## src/rtl/jtag_host_pkg.sv

```systemverilog
// Shared types and defaults for the JTAG host.
package jtag_host_pkg;

  localparam int unsigned MaxLenDefault = 32;
  localparam int unsigned LenWDefault   = $clog2(MaxLenDefault) + 1;

  typedef struct packed {
    logic [LenWDefault-1:0]   len;
    logic [MaxLenDefault-1:0] tms;
    logic [MaxLenDefault-1:0] tdi;
  } jtag_cmd_t;

  typedef struct packed {
    logic [MaxLenDefault-1:0] tdo;
  } jtag_rsp_t;

  typedef enum logic [1:0] {
    IDLE,
    LOW,
    HIGH,
    RESP
  } jtag_host_state_e;

endpackage

```

## src/rtl/jtag_host_div.sv

```systemverilog
// TCK phase counter: counts 0..ClkDiv-1 while enabled, restarting on an
// enable rising edge, and flags the last cycle of each phase.
module jtag_host_div #(
  parameter int unsigned ClkDiv = 4
) (
  input  logic clk_i,
  input  logic rst_i,
  input  logic en_i,
  output logic phase_last_o
);

  localparam int unsigned CntW = (ClkDiv > 1) ? $clog2(ClkDiv) : 1;
  localparam logic [CntW-1:0] Last = CntW'(ClkDiv - 1);

  logic [CntW-1:0] cnt_q, cnt_d, cnt_cur;
  logic            en_q;

  // Current count (forced to 0 on enable rise) and wrap-around next count.
  always_comb begin
    cnt_cur      = (en_i && !en_q) ? '0 : cnt_q;
    phase_last_o = en_i && (cnt_cur == Last);
    cnt_d        = '0;
    if (en_i && (cnt_cur != Last)) begin
      cnt_d = cnt_cur + CntW'(1);
    end
  end

  // Counter and enable-edge history registers.
  always_ff @(posedge clk_i) begin
    if (rst_i) begin
      cnt_q <= '0;
      en_q  <= 1'b0;
    end else begin
      cnt_q <= cnt_d;
      en_q  <= en_i;
    end
  end

endmodule

```

## src/rtl/jtag_host.sv

```systemverilog
// JTAG initiator: shifts caller-supplied TMS/TDI vectors out on TCK and
// returns captured TDO. Optional TRST output enabled by JTAG_HOST_TRST_EN.
module jtag_host
  import jtag_host_pkg::*;
#(
  parameter int unsigned ClkDiv = 4,
  parameter int unsigned MaxLen = MaxLenDefault,
  localparam int unsigned LenW  = $clog2(MaxLen) + 1
) (
  input  logic              clk_i,
  input  logic              rst_i,
  input  logic              cmd_valid_i,
  output logic              cmd_ready_o,
  input  logic [LenW-1:0]   cmd_len_i,
  input  logic [MaxLen-1:0] cmd_tms_i,
  input  logic [MaxLen-1:0] cmd_tdi_i,
  output logic              rsp_valid_o,
  input  logic              rsp_ready_i,
  output logic [MaxLen-1:0] rsp_tdo_o,
  output logic              busy_o,
  output logic              jtag_tck_o,
  output logic              jtag_tms_o,
  output logic              jtag_tdi_o,
  input  logic              jtag_tdo_i
`ifdef JTAG_HOST_TRST_EN
  ,
  output logic              jtag_trst_no
`endif
);

  localparam int unsigned IdxW = (MaxLen > 1) ? $clog2(MaxLen) : 1;

  jtag_host_state_e  state_q, state_d;
  logic [IdxW-1:0]   idx_q, idx_d;
  logic [LenW-1:0]   len_q, len_d, eff_len;
  logic [MaxLen-1:0] tms_sr_q, tms_sr_d, tdi_sr_q, tdi_sr_d, tdo_q, tdo_d;
  logic              tck_q, tck_d, tms_q, tms_d, tdi_q, tdi_d;
  logic              rsp_valid_q, rsp_valid_d;
  logic              phase_last;
  logic              trst_done;

  jtag_host_div #(
    .ClkDiv(ClkDiv)
  ) u_div (
    .clk_i       (clk_i),
    .rst_i       (rst_i),
    .en_i        ((state_q == LOW) || (state_q == HIGH)),
    .phase_last_o(phase_last)
  );

`ifdef JTAG_HOST_TRST_EN
  localparam int unsigned TrstCycles = 2 * ClkDiv;
  localparam int unsigned TrstW      = $clog2(TrstCycles + 1);

  logic [TrstW-1:0] trst_cnt_q;
  logic             trst_n_q;

  // Hold TRST low for 2*ClkDiv cycles after reset release.
  always_ff @(posedge clk_i) begin
    if (rst_i) begin
      trst_cnt_q <= '0;
      trst_n_q   <= 1'b0;
    end else if (!trst_n_q) begin
      trst_cnt_q <= trst_cnt_q + TrstW'(1);
      if (trst_cnt_q == TrstW'(TrstCycles - 1)) begin
        trst_n_q <= 1'b1;
      end
    end
  end

  assign jtag_trst_no = trst_n_q;
  assign trst_done    = trst_n_q;
`else
  assign trst_done = 1'b1;
`endif

  assign cmd_ready_o = (state_q == IDLE) && trst_done;
  assign busy_o      = (state_q != IDLE);
  assign rsp_valid_o = rsp_valid_q;
  assign rsp_tdo_o   = tdo_q;
  assign jtag_tck_o  = tck_q;
  assign jtag_tms_o  = tms_q;
  assign jtag_tdi_o  = tdi_q;

  // FSM next state and datapath updates; pin outputs are registered so the
  // TMS/TDI change and the TCK fall land on the same edge.
  always_comb begin
    state_d     = state_q;
    idx_d       = idx_q;
    len_d       = len_q;
    tms_sr_d    = tms_sr_q;
    tdi_sr_d    = tdi_sr_q;
    tdo_d       = tdo_q;
    tck_d       = tck_q;
    tms_d       = tms_q;
    tdi_d       = tdi_q;
    rsp_valid_d = rsp_valid_q;
    eff_len     = (cmd_len_i > LenW'(MaxLen)) ? LenW'(MaxLen) : cmd_len_i;
    unique case (state_q)
      IDLE: begin
        if (cmd_valid_i && cmd_ready_o) begin
          tms_sr_d = cmd_tms_i;
          tdi_sr_d = cmd_tdi_i;
          tdo_d    = '0;
          len_d    = eff_len;
          idx_d    = '0;
          if (eff_len == '0) begin
            state_d     = RESP;
            rsp_valid_d = 1'b1;
          end else begin
            state_d = LOW;
            tck_d   = 1'b0;
            tms_d   = cmd_tms_i[0];
            tdi_d   = cmd_tdi_i[0];
          end
        end
      end
      LOW: begin
        if (phase_last) begin
          tdo_d[idx_q] = jtag_tdo_i;
          tck_d        = 1'b1;
          state_d      = HIGH;
        end
      end
      HIGH: begin
        if (phase_last) begin
          tck_d = 1'b0;
          if ((LenW'(idx_q) + LenW'(1)) == len_q) begin
            state_d     = RESP;
            rsp_valid_d = 1'b1;
          end else begin
            idx_d   = idx_q + IdxW'(1);
            tms_d   = tms_sr_q[idx_d];
            tdi_d   = tdi_sr_q[idx_d];
            state_d = LOW;
          end
        end
      end
      RESP: begin
        if (rsp_ready_i) begin
          rsp_valid_d = 1'b0;
          state_d     = IDLE;
        end
      end
      default: state_d = IDLE;
    endcase
  end

  // State, shift registers and pin registers.
  always_ff @(posedge clk_i) begin
    if (rst_i) begin
      state_q     <= IDLE;
      idx_q       <= '0;
      len_q       <= '0;
      tms_sr_q    <= '0;
      tdi_sr_q    <= '0;
      tdo_q       <= '0;
      tck_q       <= 1'b0;
      tms_q       <= 1'b1;
      tdi_q       <= 1'b0;
      rsp_valid_q <= 1'b0;
    end else begin
      state_q     <= state_d;
      idx_q       <= idx_d;
      len_q       <= len_d;
      tms_sr_q    <= tms_sr_d;
      tdi_sr_q    <= tdi_sr_d;
      tdo_q       <= tdo_d;
      tck_q       <= tck_d;
      tms_q       <= tms_d;
      tdi_q       <= tdi_d;
      rsp_valid_q <= rsp_valid_d;
    end
  end

endmodule

```

## config.mk

```make
export PLATFORM = sky130hd
export DESIGN_NAME = jtag_host
export DESIGN_NICKNAME = d
export VERILOG_FILES = /design/src/rtl/jtag_host_pkg.sv /design/src/rtl/jtag_host_div.sv /design/src/rtl/jtag_host.sv
export SDC_FILE = /design/constraint.sdc
export NUM_CORES = 1
export LEC_CHECK = 0
export BUFFER_PORTS_ARGS = -buffer_cell sky130_fd_sc_hd__buf_2
export CAP_MARGIN = 40
export CORE_MARGIN = 1
export CORE_UTILIZATION = 35
export CTS_CLUSTER_SIZE = 25
export DETAILED_ROUTE_END_ITERATION = 8
export PLACE_DENSITY = 0.64
export SYNTH_ARGS = -nofsm -noshare
export SYNTH_HDL_FRONTEND = slang
export SYNTH_SLANG_ARGS = --single-unit
export TNS_END_PERCENT = 5
```

## constraint.sdc

```tcl
create_clock -name clk_i -period 3.5 [get_ports clk_i]
set_clock_uncertainty 0.05 [all_clocks]
set_input_delay 0.7 -clock clk_i [delete_from_list [all_inputs] [get_ports clk_i]]
set_output_delay 0.7 -clock clk_i [all_outputs]
set_load 0.01 [all_outputs]
```

==> run summary <==
Max Root-Sink Buffers -> 2
period utilization -> 0.8595
Arr. time, crit path -> 3.25 ns
Sink Count -> 116
final std cells w/o fill -> 957
Synth Instances -> 668
htree depth -> 4
clock network power share -> 0.403
gr usage total -> 0.1857
Initial DRT Pass Iterations -> 5
CTS tree -> done
synthesized area per cell -> 8.062 um^2
Sequential Power Share -> 0.348
CTS buffer count -> 17
I/O pin cnt -> 113
critical path capture point type -> register
ys flop type -> dfxtp_1
Starting Density -> 0.3650
Final Wtd Congestion -> 0.7606
CP max FO -> 14
Netlist Area Pre-Place -> 0.005385 mm^2
fraction of layout cells with a size suffix above 1 -> 0.2345
Slew @ Worst Pin -> 0.9007 ns
class of the worst hold path -> register to register
vias in the first global route -> 4,665
Synth top area share -> 0.4312
antenna violations before repair -> 1
P_leak -> 0.002732 uW
FMAX -> 0.3324 GHz
RSZ-0062 raised after global routing -> no
postcts setup bufs -> 0
Worst EP required -> 3.74 ns
Synth cell types -> 47
most frequent cell after synthesis -> nand2_1
core area -> 0.01475 mm^2
Psw -> 1398 uW
slowest cell on the critical path -> ha_1
drt first-iter violations -> 294
dpl cells -> 925
P_int -> 3121 uW
Commonest cells post-synth -> nand2_1, a21oi_1, dfxtp_1, clkbuf_1, o21ai_0
hold violation count in the final report -> 0
Met3 Wirelength -> 623 um
status -> finished clean
#FFs+latches synth -> 116
Rows -> 44
Worst-path clk slew -> 0.05 ns
Max Cap Violations -> 0
Area Overhead vs Synth -> 24.30%
clk root buf -> clkbuf_16
Total Die Area -> 0.01589 mm^2
PostCTS Resize Cnt -> 0
antenna-violating nets left -> 0
drt total wl -> 14.10 mm
post-detail-place hpwl -> 9.512 mm
final setup violation count -> 0
drt via density -> 5.088
critical-path cell list -> inv_1 > ha_1 > mux4_2 > mux2_2 > nand4_1 > or3b_1 > a31oi_1 > mux2i_1
Routed wire per std cell -> 14.73 um
synth warn -> 0
family with the most delay on the worst path -> multiplexers
minimum clock period -> 3.008 ns
switch share -> 0.3094
Die X-Extent -> 126.0 um
chip height -> 126.0 um
top layer in use -> met4
WS Path Type -> register to register
Vias -> 4,869
worst path bufs/invs -> 1
layout net count -> 845
slowest cell delay on critical path -> 0.72 ns
DRT met1 WL -> 6.799 mm
largest net degree at the start of global routing -> 71
final setup TNS -> 0 ns
asr flop ratio synth -> 0
Logic pwr share -> 0.249
Post-synth EDFFs -> 0
WL met2 -> 6.445 mm
first-pass GRT wire length -> 23.19 mm
register area share after synthesis -> 0.4312
syn nets -> 753
Max VDD drop -> 0.3849 mV
Power Dens Cells -> 675.2 mW/mm^2
total global routing overflow -> 0
Worst setup SP type -> register
clock network latency to the later pin of the worst-skew pair -> 0.41 ns
max-slew violations -> 0
Port Buf Inserts -> 112
relative slew slack -> 0.3982
Synth area leaders -> dfxtp_1, a21oi_1, nand2_1
hold_buf cts -> 0
cell taking the most area after synthesis -> dfxtp_1
# DRC -> 0
-- metrics by stage --
step | power, uW | area [um^2] | util | worst slack, ns | hold slack (ns)
after floorplan | 2396 | 5385 | - | 0.7006 | 0.3829
after global placement | 2713 | 6076 | 0.4118 | 0.5231 | 0.3915
after detailed placement | 2718 | 6076 | 0.4118 | 0.4965 | 0.3961
after CTS | 4545 | 6691 | 0.4535 | 0.4927 | 0.4040
after global routing | 4772 | 6694 | 0.4537 | 0.2638 | 0.4199
final | 4519 | 6694 | 0.4537 | 0.4916 | 0.4007
-- power by group through the flow --
stage | Combinational (uW) | Sequential [uW] | Clock, uW
floorplan | 815 | 1580 | 0
global placement | 1120 | 1590 | 0
detailed placement | 1120 | 1600 | 0
CTS | 1130 | 1570 | 1850
global route | 1280 | 1590 | 1910
finish | 1130 | 1570 | 1820
-- worst register-to-register path: cells and delay by family (launching register included) --
kind                       cells  cell delay [ns]
muxes                          3             0.98
AOI/OAI and AO/OA              1             0.23
DFF                            1             0.39
adders and majority gates      1             0.72
and+or+nand+nor                2             0.44
buffers and inverters          1             0.08
-- final cells by class --
type,instances,area [um^2]
diodes,1,2.502
well taps,184,230.2
inverters,9,33.78
repair buffers,126,668.1
flip-flops and latches,116,2322
clock inverters,9,151.4
multi-input cells,490,2821
clock buffers,22,464.2
fillers,1496,8060
-- kinds of logic (layout without fill, tap and decap cells) --
kind of cell               Yosys count  after routing  share of synthesized area
AOI/OAI and AO/OA                  187            187                     0.1880
xor gates and xnor gates            11             11                    0.01929
adders and majority gates           10             10                    0.02323
buffers and inverters               62            166                    0.04554
DFF                                116            116                     0.4312
muxes                               31             31                    0.09131
other                                0              1                          0
and+or+nand+nor                    251            251                     0.2014
-- routing by layer --
layer | vias to the layer above | GRT usage
met5 | - | 0
met1 | 2251 | 0.2494
li1 | 2472 | -
met2 | 130 | 0.2876
met3 | 16 | 0.04545
met4 | 0 | 0.07016
-- worst paths after layout --
kind / startpoint / to / slack, ns / cells after the start
max: idx_q[1]$_SDFFE_PP0P_ / jtag_tms_o$_SDFFE_PP1P_ / 0.49 / 8
min: tdi_sr_q[13]$_SDFFE_PP0P_ / tdi_sr_q[13]$_SDFFE_PP0P_ / 0.40 / 2
max reg2reg: idx_q[1]$_SDFFE_PP0P_ / jtag_tms_o$_SDFFE_PP1P_ / 0.49 / 8
min reg2reg: tdi_sr_q[13]$_SDFFE_PP0P_ / tdi_sr_q[13]$_SDFFE_PP0P_ / 0.40 / 2
-- cell usage in the layout, fill, tap and decap left out, types with 3 or more instances in the layout --
| master | instances |
|---|---|
| nand2b_1 | 3 |
| mux2_2 | 5 |
| dfxtp_1 | 116 |
| nor2_1 | 25 |
| nor3b_1 | 8 |
| nor3_1 | 7 |
| and2_1 | 9 |
| ha_1 | 10 |
| nand3_1 | 5 |
| nor2b_1 | 7 |
| mux4_2 | 14 |
| mux2i_1 | 12 |
| bufinv_16 | 4 |
| buf_2 | 111 |
| clkbuf_16 | 17 |
| inv_1 | 8 |
| o21ai_0 | 31 |
| xnor2_1 | 8 |
| nand2_1 | 169 |
| buf_4 | 15 |
| or3_1 | 3 |
| a21oi_1 | 133 |
| clkinv_2 | 3 |
| nand4_1 | 4 |
| a211oi_1 | 3 |
| clkbuf_1 | 3 |
| a21o_1 | 3 |
-- sequential cells by signal, indices dropped and copies added (netlist names), 2 cells and up --
signal	flops
state_q	2
tdi_sr_q	32
rsp_tdo_o	32
tms_sr_q	32
idx_q	5
len_q	6
u_div.cnt_q	2
(Power assumes the default switching activity.)
